$ cat config.mk
export PLATFORM = sky130hd
export DESIGN_NAME = lighting_zone_ctrl
export DESIGN_NICKNAME = d
export VERILOG_FILES = /design/src/rtl/lighting_pkg.sv /design/src/rtl/lighting_zone_fsm.sv /design/src/rtl/lighting_zone_ctrl.sv
export SDC_FILE = /design/constraint.sdc
export NUM_CORES = 1
export LEC_CHECK = 0
export BUFFER_PORTS_ARGS = -buffer_cell sky130_fd_sc_hd__buf_4
export CORE_UTILIZATION = 36
export CTS_CLUSTER_DIAMETER = 100
export DETAILED_ROUTE_END_ITERATION = 10
export SETUP_SLACK_MARGIN = 0.2
export SYNTH_ARGS = -nofsm -noshare
export SYNTH_HDL_FRONTEND = slang
export SYNTH_SLANG_ARGS = --single-unit
$ cat constraint.sdc
create_clock -name clk -period 2.4 [get_ports clk]
set_clock_uncertainty 0.1 [all_clocks]
set_input_delay 0 -clock clk [delete_from_list [all_inputs] [get_ports clk]]
set_output_delay 0 -clock clk [all_outputs]
set_load 0.01 [all_outputs]
$ cat src/rtl/lighting_pkg.sv
// Shared zone state encoding and output decode for the lighting zone controller.
// Optional build macro used by the design: LIGHTING_MASTER_OFF_EN.
package lighting_pkg;

  typedef enum logic [2:0] {
    AUTO_OFF  = 3'd0,
    AUTO_ON   = 3'd1,
    AUTO_HOLD = 3'd2,
    MAN_OFF   = 3'd3,
    MAN_ON    = 3'd4
  } zone_state_t;

  localparam int unsigned OUT_LAMP_BIT   = 0;
  localparam int unsigned OUT_MANUAL_BIT = 1;
  localparam int unsigned OUT_HOLD_BIT   = 2;

  // Decode words laid out as {hold_active, manual_led, lamp}.
  localparam logic [2:0] DEC_AUTO_OFF  = 3'b000;
  localparam logic [2:0] DEC_AUTO_ON   = 3'b001;
  localparam logic [2:0] DEC_AUTO_HOLD = 3'b101;
  localparam logic [2:0] DEC_MAN_OFF   = 3'b010;
  localparam logic [2:0] DEC_MAN_ON    = 3'b011;
  localparam logic [2:0] DEC_INVALID   = 3'b000;

  function automatic logic [2:0] zone_decode(input zone_state_t state);
    logic [2:0] dec;
    case (state)
      AUTO_OFF:  dec = DEC_AUTO_OFF;
      AUTO_ON:   dec = DEC_AUTO_ON;
      AUTO_HOLD: dec = DEC_AUTO_HOLD;
      MAN_OFF:   dec = DEC_MAN_OFF;
      MAN_ON:    dec = DEC_MAN_ON;
      default:   dec = DEC_INVALID;
    endcase
    return dec;
  endfunction

endpackage

$ cat src/rtl/lighting_zone_fsm.sv
// One lighting zone: button edge detect, auto/manual Moore FSM and off-delay timer.
// Build macro LIGHTING_MASTER_OFF_EN adds the master_off override input.
module lighting_zone_fsm
  import lighting_pkg::*;
#(
  parameter int unsigned HOLD_CYCLES = 1000
) (
  input  logic clk,
  input  logic rst,
`ifdef LIGHTING_MASTER_OFF_EN
  input  logic master_off,
`endif
  input  logic mode_btn,
  input  logic lamp_btn,
  input  logic presence,
  input  logic dark,
  output logic lamp,
  output logic manual_led,
  output logic hold_active
);

  localparam int unsigned TW = $clog2(HOLD_CYCLES + 1);
  localparam logic [TW-1:0] HOLD_LOAD = TW'(HOLD_CYCLES - 1);

  zone_state_t   state_r;
  logic [TW-1:0] timer_r;
  logic          mode_prev_r;
  logic          lamp_prev_r;
  logic          armed_r;
  logic          mode_edge_s;
  logic          lamp_edge_s;
  logic [2:0]    dec_s;

  // armed_r stays low for the first edge after reset so a button held through release never fires.
  assign mode_edge_s = armed_r & mode_btn & ~mode_prev_r;
  assign lamp_edge_s = armed_r & lamp_btn & ~lamp_prev_r;

  // Zone state, off-delay timer and edge-detect history.
  always_ff @(posedge clk or posedge rst) begin
    if (rst) begin
      state_r     <= AUTO_OFF;
      timer_r     <= '0;
      mode_prev_r <= 1'b0;
      lamp_prev_r <= 1'b0;
      armed_r     <= 1'b0;
    end else begin
      mode_prev_r <= mode_btn;
      lamp_prev_r <= lamp_btn;
      armed_r     <= 1'b1;
`ifdef LIGHTING_MASTER_OFF_EN
      if (master_off) begin
        state_r <= AUTO_OFF;
        timer_r <= '0;
      end else begin
`else
      begin
`endif
        case (state_r)
          AUTO_OFF: begin
            if (mode_edge_s) begin
              state_r <= MAN_OFF;
            end else if (presence && dark) begin
              state_r <= AUTO_ON;
            end
          end
          AUTO_ON: begin
            if (mode_edge_s) begin
              state_r <= MAN_OFF;
            end else if (!dark) begin
              state_r <= AUTO_OFF;
            end else if (!presence) begin
              state_r <= AUTO_HOLD;
              timer_r <= HOLD_LOAD;
            end
          end
          AUTO_HOLD: begin
            if (mode_edge_s) begin
              state_r <= MAN_OFF;
              timer_r <= '0;
            end else if (!dark) begin
              state_r <= AUTO_OFF;
              timer_r <= '0;
            end else if (presence) begin
              state_r <= AUTO_ON;
              timer_r <= '0;
            end else if (timer_r == '0) begin
              state_r <= AUTO_OFF;
            end else begin
              timer_r <= timer_r - TW'(1);
            end
          end
          MAN_OFF: begin
            if (mode_edge_s) begin
              state_r <= AUTO_OFF;
            end else if (lamp_edge_s) begin
              state_r <= MAN_ON;
            end
          end
          MAN_ON: begin
            if (mode_edge_s) begin
              state_r <= AUTO_OFF;
            end else if (lamp_edge_s) begin
              state_r <= MAN_OFF;
            end
          end
          default: begin
            state_r <= AUTO_OFF;
            timer_r <= '0;
          end
        endcase
      end
    end
  end

  // Outputs come only from the state register, so inputs never reach them combinationally.
  assign dec_s       = zone_decode(state_r);
  assign lamp        = dec_s[OUT_LAMP_BIT];
  assign manual_led  = dec_s[OUT_MANUAL_BIT];
  assign hold_active = dec_s[OUT_HOLD_BIT];

endmodule

$ cat src/rtl/lighting_zone_ctrl.sv
// Multi-zone lighting controller: fans per-zone I/O out to independent zone FSMs.
// Build macro LIGHTING_MASTER_OFF_EN adds a global master_off input shared by all zones.
module lighting_zone_ctrl
  import lighting_pkg::*;
#(
  parameter int unsigned N_ZONES     = 4,
  parameter int unsigned HOLD_CYCLES = 1000
) (
  input  logic               clk,
  input  logic               rst,
`ifdef LIGHTING_MASTER_OFF_EN
  input  logic               master_off,
`endif
  input  logic [N_ZONES-1:0] mode_btn,
  input  logic [N_ZONES-1:0] lamp_btn,
  input  logic [N_ZONES-1:0] presence,
  input  logic               dark,
  output logic [N_ZONES-1:0] lamp,
  output logic [N_ZONES-1:0] manual_led,
  output logic [N_ZONES-1:0] hold_active
);

  for (genvar z = 0; z < N_ZONES; z++) begin : g_zone
    lighting_zone_fsm #(
      .HOLD_CYCLES(HOLD_CYCLES)
    ) u_zone (
      .clk         (clk),
      .rst         (rst),
`ifdef LIGHTING_MASTER_OFF_EN
      .master_off  (master_off),
`endif
      .mode_btn    (mode_btn[z]),
      .lamp_btn    (lamp_btn[z]),
      .presence    (presence[z]),
      .dark        (dark),
      .lamp        (lamp[z]),
      .manual_led  (manual_led[z]),
      .hold_active (hold_active[z])
    );
  end

endmodule

==> impl_metrics.json, run 1 <==
{
  "status": "completed",
  "num-fill-cells": 1033,
  "portBuffers": 26,
  "first_pass_iters": 5,
  "core_area_um2": 11000,
  "layout_commonest_cell": "buf_4",
  "worstPathCellList": "inv_2 -> ha_4 -> or4b_4 -> nor3_4 -> nor4b_4 -> or2_1 -> mux2_4",
  "max_freq_mhz": 451,
  "fin_setup_tns_ns": 0,
  "wl_per_cell_um": 15.6,
  "synth_top_cell_by_area": "dfrtp_1",
  "met3_length_um": 469,
  "die_area_um2": 11900,
  "syn-cell-area_um2": 4130,
  "die_y_um": 109,
  "rsz0062_at_grt": "yes",
  "die_w_um": 109,
  "rows": 38,
  "place.gp.congestion": 0.841,
  "routed_wl_mm": 10.8,
  "r2r_cells": 7,
  "finalNetCount": 566,
  "async_flop_share": 1.00,
  "crit_path_max_fanout": 3,
  "grt_max_degree": 35,
  "slew_headroom": 0.573,
  "p_total_mw": 6.72,
  "worstMarginPinSlew_ns": 0.640,
  "drv_cap": 0,
  "critical_path_buf_inv_count": 1,
  "finalCritPeriodShare": 0.924,
  "drt_iter0_drc": 264,
  "ys_ff_latch": 61,
  "worst-path-stages": 7,
  "grt_pass1_wl_mm": 18.1,
  "synth_edf_count": 0,
  "hold_slack_ns": 0.0494,
  "start_kind": "flip-flop",
  "vdd_ir_drop_max_uv": 563,
  "power.density_nw_per_um2": 1290,
  "ys_seq_area_frac": 0.370,
  "area_growth_pct": 25.9,
  "grt_pass1_vias": 3840,
  "root_buffer": "clkbuf_16",
  "worst-setup-path-type": "flip-flop to flip-flop",
  "ys.flop_type": "dfrtp_1",
  "synth_top_area_frac": 0.370,
  "overflow": 0,
  "via_per_inst": 5.72,
  "antenna_cells": 0,
  "path_delay_family": "simple AND/OR/NAND/NOR gates",
  "worst_path_max_delay_cell": "or4b_4",
  "clk_latency_ns": 0.33,
  "hold_class": "primary input to flip-flop",
  "path_clk_slew_ns": 0.06,
  "slew_violations": 0,
  "antenna_found_initial": 0,
  "synth_warnings": 0,
  "arrival_ns": 2.33,
  "wl_met2_mm": 5.27,
  "syn-num-nets": 513,
  "cts_tree": "built",
  "endpoint_kind": "flip-flop",
  "yosys-top-cells-area": "dfrtp_1, o21ai_0, nor2_1",
  "grt_use_total": 0.194,
  "ios": 27,
  "highest_layer": "met4",
  "routedLengthMet1_mm": 4.85,
  "syn_avg_cell_area_um2": 8.35,
  "crit_path_max_incr_delay_ns": 0.48,
  "period_needed_ns": 2.22,
  "finalHoldViolations": 0,
  "numCtsBuffers": 9,
  "netlist-cell-type-count": 73,
  "initial_core_util": 0.376,
  "required_ns": 2.52,
  "holdPathStages": 4,
  "vias": 3953,
  "drive_gt1_frac": 0.227,
  "netlist_instances": 494,
  "hpwl_mm": 7.30,
  "cts_buffer_depth": 2,
  "cts_max_level": 3,
  "final_cell_mix": "buf_4, nor2_1, dfrtp_1, o21ai_0, a21oi_1",
  "power_leakage_nw": 2.23,
  "report.final.setup_viol": 0,
  "route.detailed.drc": 0,
  "drtAntennaViolNets": 0,
  "clock_sink_count": 61
}
==> per-layer routing <==
metal,vias up,global-route usage
met5,-,0
met4,0,0.0618
met3,20,0.0454
met2,120,0.325
met1,1897,0.244
li1,1916,-
==> timing repair <==
item                                    CTS  global route
setup buffers                             9             7
endpoints found under the setup margin   24            30
pin swaps                                 6            12
cloned                                    0             1
hold buffers                             11             0
endpoints found under the hold margin    38             0
gates resized for setup                   6            24
==> worst register-to-register path, cell delays in order (launching register included) <==
cell and delay, ns:
dfrtp_1 0.41, inv_2 0.10, ha_4 0.13, or4b_4 0.48
nor3_4 0.16, nor4b_4 0.22, or2_1 0.19, mux2_4 0.31
==> layout make-up <==
class | instances | area [µm²] | area share
clock buffer | 12 | 256 | 0.0494
clock inverter | 3 | 68.8 | 0.0132
inverter | 21 | 78.8 | 0.0152
multi-input combinational | 376 | 2450 | 0.472
sequential | 61 | 1530 | 0.295
tap | 140 | 175 | 0.0337
timing repair buffer | 78 | 633 | 0.122
==> logic make-up (layout without fill, tap and decap cells) <==
logic type	after synthesis	in the layout	share of synthesized area
adder cells (fa/ha/maj)	4	4	0.0121
other	1	1	0.000909
XOR/XNOR	4	4	0.00849
AO/OA/AOI/OAI	168	169	0.269
flip-flops	61	61	0.370
AND/OR/NAND/NOR	191	191	0.251
multiplexers	7	7	0.0197
buffers and inverters	58	114	0.0685
==> synthesized netlist by cell type, types with 6 or more instances <==
master    instances
dfrtp_1          61
nor2_1           60
o21ai_0          55
a21oi_1          37
nand2_1          29
inv_1            21
clkbuf_1         20
nor3_1           18
nor2b_1          17
buf_4            15
nand3_1          12
a31oi_1          10
nand2b_1          9
o31ai_1           9
nand3b_1          8
a22o_1            7
o22ai_1           6
or4_1             6
==> through the flow <==
step	setup WS, ns	utilization	cells	instance area (µm²)
final	0.183	0.473	691	5190
after global routing	0.125	0.473	691	5190
after CTS	0.180	0.461	683	5070
after detailed placement	0.0946	0.412	648	4520
after global placement	0.179	0.412	648	4520
after floorplan	0.0431	-	494	4160
==> registers in the layout (all words and copies together), names as in the netlist <==
signal,cells
g_zone.u_zone.lamp_prev_r,4
g_zone.u_zone.state_r,12
g_zone.u_zone.timer_r,40
g_zone.u_zone.armed_r,1
g_zone.u_zone.mode_prev_r,4
==> worst paths after layout <==
check / slack, ns / to / start
setup / recovery: 0.18 / g_zone[2].u_zone.timer_r[3]$_DFFE_PP0P_ / g_zone[2].u_zone.timer_r[0]$_DFFE_PP0P_
hold / removal: 0.05 / g_zone[2].u_zone.timer_r[4]$_DFFE_PP0P_ / presence[2]
setup reg to reg: 0.18 / g_zone[2].u_zone.timer_r[3]$_DFFE_PP0P_ / g_zone[2].u_zone.timer_r[0]$_DFFE_PP0P_
hold reg to reg: 0.39 / g_zone[3].u_zone.timer_r[9]$_DFFE_PP0P_ / g_zone[3].u_zone.timer_r[9]$_DFFE_PP0P_
max in group asynchronous: 1.37 / g_zone[1].u_zone.state_r[0]$_DFFE_PP0P_ / rst
min in group asynchronous: 0.22 / g_zone[3].u_zone.state_r[0]$_DFFE_PP0P_ / rst
==> power breakdown <==
part	internal, mW	leakage [nW]	switching [mW]	total, mW
Combinational	1.65	1.30	1.84	3.48
Clock	0.962	0.159	0.472	1.43
Sequential	1.38	0.772	0.415	1.80
Total	3.99	2.23	2.73	6.72
No activity file was read; power rests on OpenSTA's default activity.
==> inputs of run 2 (changes only) <==
--- a/config.mk
+++ b/config.mk
@@ -9,6 +9,8 @@
 export CORE_UTILIZATION = 36
 export CTS_CLUSTER_DIAMETER = 100
 export DETAILED_ROUTE_END_ITERATION = 10
+export GPL_ROUTABILITY_DRIVEN = 0
+export PLACE_DENSITY = 0.64
 export SETUP_SLACK_MARGIN = 0.2
 export SYNTH_ARGS = -nofsm -noshare
 export SYNTH_HDL_FRONTEND = slang
==> impl_metrics.json, run 2 (synthesis gave the netlist of run 1 again) <==
{
  "final_cell_mix": "buf_4, nor2_1, dfrtp_1, o21ai_0, a21oi_1",
  "crit_path_max_fanout": 4,
  "rrSetupSlack_ns": 0.17,
  "antenna_found_initial": 0,
  "grt_pass1_wl_mm": 17.5,
  "rsz0062_at_grt": "yes",
  "min_to": "g_zone[3].u_zone.state_r[0]$_DFFE_PP0P_",
  "hpwl_mm": 6.96,
  "rows": 38,
  "hold_class": "primary input to flip-flop",
  "routed_wl_mm": 10.4,
  "drv_cap": 0,
  "report.final.setup_viol": 0,
  "finalNetCount": 562,
  "clock_sink_count": 61,
  "root_buffer": "clkbuf_16",
  "finalCritPeriodShare": 0.927,
  "drtAntennaViolNets": 0,
  "largest_reg_flops": 40,
  "vdd_ir_drop_max_uv": 605,
  "placedCellCount": 648,
  "reg2reg_from": "g_zone[0].u_zone.timer_r[0]$_DFFE_PP0P_",
  "cts_tree": "built",
  "core_area_um2": 11000,
  "finalNonFillerCells": 688,
  "path_clk_slew_ns": 0.06,
  "clk_latency_ns": 0.32,
  "grt_use_total": 0.186,
  "antenna_cells": 0,
  "drt_iter0_drc": 164,
  "area_growth_pct": 24.8,
  "power_leakage_nw": 2.21,
  "power.density_nw_per_um2": 1290,
  "numCtsBuffers": 9,
  "die_y_um": 109,
  "slew_violations": 0,
  "cts_max_level": 3,
  "regMostFlops": "g_zone.u_zone.timer_r",
  "die_area_um2": 11900,
  "max_freq_mhz": 449,
  "grt_pass1_vias": 3768,
  "endpoint_kind": "flip-flop",
  "first_pass_iters": 5,
  "worstReg2RegEnd": "g_zone[0].u_zone.state_r[0]$_DFFE_PP0P_",
  "vias": 3870,
  "cts_buffer_depth": 2,
  "reg_top3": "g_zone.u_zone.timer_r x40, g_zone.u_zone.state_r x12",
  "multiInputGateArea_um2": 2460,
  "start_kind": "flip-flop",
  "fin_setup_tns_ns": 0,
  "holdPathStages": 5,
  "period_needed_ns": 2.23,
  "portBuffers": 26,
  "status": "completed",
  "drive_gt1_frac": 0.234,
  "wl_per_cell_um": 15.0,
  "initial_core_util": 0.376,
  "via_per_inst": 5.63,
  "regArea_um2": 1530,
  "worstHoldStart": "presence[3]",
  "required_ns": 2.51,
  "ios": 27,
  "r2r_cells": 7,
  "worst-setup-path-type": "flip-flop to flip-flop",
  "grt_max_degree": 62,
  "arrival_ns": 2.33,
  "layout_commonest_cell": "buf_4",
  "finalHoldViolations": 0,
  "overflow": 0,
  "die_w_um": 109,
  "slew_headroom": 0.465,
  "num-fill-cells": 1023,
  "worstMarginPinSlew_ns": 0.802,
  "route.detailed.drc": 0
}
==> run 2: cell types whose count changed in the layout (fill, tap and decap cells not counted), moves of 2 or more <==
cell	before	now
nor3_1	16	18
clkinv_2	0	2
nor3_2	2	0
o21ai_1	7	10
nand3_2	0	2
o21ai_0	47	45
==> run 2: worst max path at each step <==
| stage | from | end | slack, ns |
|---|---|---|---|
| after floorplan | g_zone[2].u_zone.timer_r[1]$_DFFE_PP0P_ | g_zone[2].u_zone.timer_r[3]$_DFFE_PP0P_ | 0.04 |
| after global placement | g_zone[0].u_zone.timer_r[1]$_DFFE_PP0P_ | g_zone[0].u_zone.timer_r[5]$_DFFE_PP0P_ | 0.18 |
| after detailed placement | g_zone[0].u_zone.timer_r[0]$_DFFE_PP0P_ | g_zone[0].u_zone.timer_r[9]$_DFFE_PP0P_ | 0.10 |
| after CTS | g_zone[0].u_zone.timer_r[0]$_DFFE_PP0P_ | g_zone[0].u_zone.state_r[0]$_DFFE_PP0P_ | 0.20 |
| after global routing | g_zone[0].u_zone.timer_r[0]$_DFFE_PP0P_ | g_zone[0].u_zone.state_r[0]$_DFFE_PP0P_ | 0.10 |
| final | g_zone[0].u_zone.timer_r[0]$_DFFE_PP0P_ | g_zone[0].u_zone.state_r[0]$_DFFE_PP0P_ | 0.17 |
==> run 2: worst max-delay path, cell delays in order, from the launching register on <==
cell     delay [ns]
dfrtp_1        0.40
inv_2          0.09
ha_4           0.13
or3b_4         0.37
or3b_4         0.42
nor2b_4        0.16
a21oi_2        0.13
mux2_4         0.31
==> run 2: repair_timing <==
action	4_1_cts	5_1_grt
buffers inserted	6	7
setup endpoints to repair	25	32
pin swaps	4	13
gates resized for setup	5	28
hold buffers	10	0
cloned	0	1
hold endpoints to repair	71	0
==> run 2: report_power, final <==
part	switching, mW	internal (mW)	total (mW)
Sequential	0.416	1.38	1.80
Clock	0.475	0.935	1.41
Combinational	1.83	1.60	3.43
Total	2.72	3.92	6.63
==> run 2: final cells by class <==
type	count	share of cell area
multi-input cells	376	0.477
flip-flops and latches	61	0.297
repair buffers	74	0.113
clock buffers	10	0.0464
well taps	140	0.0340
clock inverters	6	0.0168
inverters	21	0.0153
==> run 2: per-stage QoR <==
stage	worst slack, ns	area (µm²)	util	total power [mW]	hold WS, ns
finish	0.175	5150	0.469	6.63	0.0221
global route	0.102	5150	0.469	7.17	0.0931
CTS	0.197	5020	0.457	6.37	0.0116
detailed placement	0.101	4510	0.411	4.80	0.0204
global placement	0.182	4510	0.411	4.71	0.0188
floorplan	0.0431	4160	-	4.08	-0.0686
==> run 2: per-layer routing <==
layer / routed length [µm] / vias up / part of all wire / GRT usage
li1: - / 1913 / - / -
met1: 4760 / 1863 / 0.46 / 0.236
met2: 5150 / 82 / 0.50 / 0.312
met3: 314 / 12 / 0.030 / 0.0383
met4: 132 / 0 / 0.013 / 0.0637
met5: 0 / - / 0 / 0
==> inputs of run 3 (changes only) <==
--- a/config.mk
+++ b/config.mk
@@ -6,11 +6,11 @@
 export NUM_CORES = 1
 export LEC_CHECK = 0
 export BUFFER_PORTS_ARGS = -buffer_cell sky130_fd_sc_hd__buf_4
-export CORE_UTILIZATION = 36
+export CORE_UTILIZATION = 35
 export CTS_CLUSTER_DIAMETER = 100
 export DETAILED_ROUTE_END_ITERATION = 10
 export GPL_ROUTABILITY_DRIVEN = 0
-export PLACE_DENSITY = 0.64
+export PLACE_DENSITY = 0.63
 export SETUP_SLACK_MARGIN = 0.2
 export SYNTH_ARGS = -nofsm -noshare
 export SYNTH_HDL_FRONTEND = slang
==> impl_metrics.json, run 3 (synthesis gave the netlist of run 1 again) <==
{
  "hpwl_mm": 7.05,
  "finalCritPeriodShare": 0.911,
  "layout_commonest_cell": "buf_4",
  "route.detailed.drc": 0,
  "cts_buffer_depth": 2,
  "reg2reg_from": "g_zone[2].u_zone.timer_r[1]$_DFFE_PP0P_",
  "status": "completed",
  "regMostFlops": "g_zone.u_zone.timer_r",
  "arrival_ns": 2.30,
  "rows": 39,
  "crit_path_max_fanout": 3,
  "slew_headroom": 0.489,
  "r2r_cells": 7,
  "report.final.setup_viol": 0,
  "fin_setup_tns_ns": 0,
  "root_buffer": "clkbuf_16",
  "core_area_um2": 11500,
  "die_y_um": 111,
  "final_cell_mix": "buf_4, nor2_1, dfrtp_1, o21ai_0, a21oi_1",
  "postLayoutCoreUtil": 0.454,
  "via_per_inst": 5.59,
  "power_leakage_nw": 2.26,
  "drv_cap": 0,
  "wl_per_cell_um": 14.5,
  "hold_class": "primary input to flip-flop",
  "numCtsBuffers": 9,
  "min_to": "g_zone[1].u_zone.timer_r[3]$_DFFE_PP0P_",
  "vias": 3944,
  "vdd_ir_drop_max_uv": 612,
  "cts_tree": "built",
  "cts_max_level": 3,
  "grt_max_degree": 62,
  "hold_slack_ns": 0.101,
  "die_area_um2": 12200,
  "drtAntennaViolNets": 0,
  "reg_top3": "g_zone.u_zone.timer_r x40, g_zone.u_zone.state_r x12",
  "rsz0062_at_grt": "yes",
  "p_total_mw": 6.52,
  "worstMarginPinSlew_ns": 0.766,
  "num-fill-cells": 1104,
  "rrSetupSlack_ns": 0.21,
  "portBuffers": 26,
  "required_ns": 2.52,
  "routed_wl_mm": 10.3,
  "worst_path_max_delay_cell": "or4b_4",
  "drive_gt1_frac": 0.243,
  "holdPathStages": 5,
  "period_needed_ns": 2.19,
  "worstHoldStart": "presence[1]",
  "start_kind": "flip-flop",
  "worstPathCellList": "inv_2 -> ha_4 -> or4b_4 -> nor3_4 -> nor4b_4 -> or2_1 -> mux2_4",
  "slew_violations": 0,
  "grt_use_total": 0.172,
  "clk_latency_ns": 0.33,
  "die_w_um": 111,
  "path_clk_slew_ns": 0.05,
  "worstReg2RegEnd": "g_zone[2].u_zone.timer_r[3]$_DFFE_PP0P_",
  "first_pass_iters": 5,
  "antenna_found_initial": 0,
  "grt_pass1_vias": 3725,
  "largest_reg_flops": 40,
  "drt_iter0_drc": 157,
  "finalNetCount": 577,
  "worst-setup-path-type": "flip-flop to flip-flop",
  "antenna_cells": 0,
  "ios": 27,
  "initial_core_util": 0.360,
  "crit_path_max_incr_delay_ns": 0.48,
  "overflow": 0,
  "grt_pass1_wl_mm": 17.4,
  "finalHoldViolations": 0,
  "max_freq_mhz": 457,
  "power.density_nw_per_um2": 1250,
  "endpoint_kind": "flip-flop",
  "clock_sink_count": 61,
  "area_growth_pct": 26.3
}
[run 3: worst max-delay path, delay by kind of cell, from the launching register on]
kind          cells  cell delay [ns]
fa+ha+maj         1             0.13
buf+inv           1             0.09
flops             1             0.40
mux               1             0.31
simple gates      4             1.05
[run 3: through the flow]
| stage | cell area [µm²] | worst slack [ns] | std cells |
|---|---|---|---|
| detailed placement | 4570 | 0.154 | 658 |
| global route | 5210 | 0.137 | 706 |
| CTS | 5050 | 0.199 | 693 |
| global placement | 4570 | 0.175 | 658 |
| finish | 5210 | 0.213 | 706 |
| floorplan | 4160 | 0.0431 | 494 |
[run 3: worst max-delay path by stage]
stage,cells past startpoint,slack (ns),endpoint,startpoint
5_1_grt,7,0.14,g_zone[2].u_zone.timer_r[3]$_DFFE_PP0P_,g_zone[2].u_zone.timer_r[1]$_DFFE_PP0P_
3_3_place_gp,7,0.17,g_zone[2].u_zone.timer_r[3]$_DFFE_PP0P_,g_zone[2].u_zone.timer_r[1]$_DFFE_PP0P_
4_1_cts,7,0.20,g_zone[2].u_zone.timer_r[3]$_DFFE_PP0P_,g_zone[2].u_zone.timer_r[0]$_DFFE_PP0P_
3_5_place_dp,7,0.15,g_zone[2].u_zone.timer_r[3]$_DFFE_PP0P_,g_zone[2].u_zone.timer_r[1]$_DFFE_PP0P_
2_1_floorplan,8,0.04,g_zone[2].u_zone.timer_r[3]$_DFFE_PP0P_,g_zone[2].u_zone.timer_r[1]$_DFFE_PP0P_
6_report,7,0.21,g_zone[2].u_zone.timer_r[3]$_DFFE_PP0P_,g_zone[2].u_zone.timer_r[1]$_DFFE_PP0P_
[run 3: layout make-up]
| cell class | count | area [µm²] | share of cell area |
|---|---|---|---|
| Timing Repair Buffer | 90 | 711 | 0.136 |
| Inverter | 21 | 78.8 | 0.0151 |
| Clock buffer | 13 | 280 | 0.0538 |
| Sequential cell | 61 | 1530 | 0.293 |
| Tap cell | 143 | 179 | 0.0343 |
| Clock inverter | 3 | 17.5 | 0.00336 |
| Multi-Input combinational cell | 375 | 2420 | 0.464 |
[run 3: power breakdown]
group | internal [mW] | total [mW] | switching [mW]
Clock | 0.807 | 1.26 | 0.458
Sequential | 1.38 | 1.77 | 0.391
Combinational | 1.68 | 3.48 | 1.80
Total | 3.86 | 6.52 | 2.65
[run 3: timing repair]
action | in CTS | in global routing
hold endpoints to repair | 72 | 0
resized for setup | 3 | 21
pin swaps | 5 | 12
setup endpoints to repair | 6 | 33
setup buffers | 8 | 13
hold buffers | 11 | 0
[run 3: routing by layer]
metal  global-route usage  routed length [µm]  vias up  share of wire
met5                    0                   0        -              0
met4               0.0676                 124        0          0.012
met3               0.0379                 358       14          0.035
met2                0.275                5010       78           0.49
met1                0.225                4770     1907           0.46
li1                     -                   -     1945              -
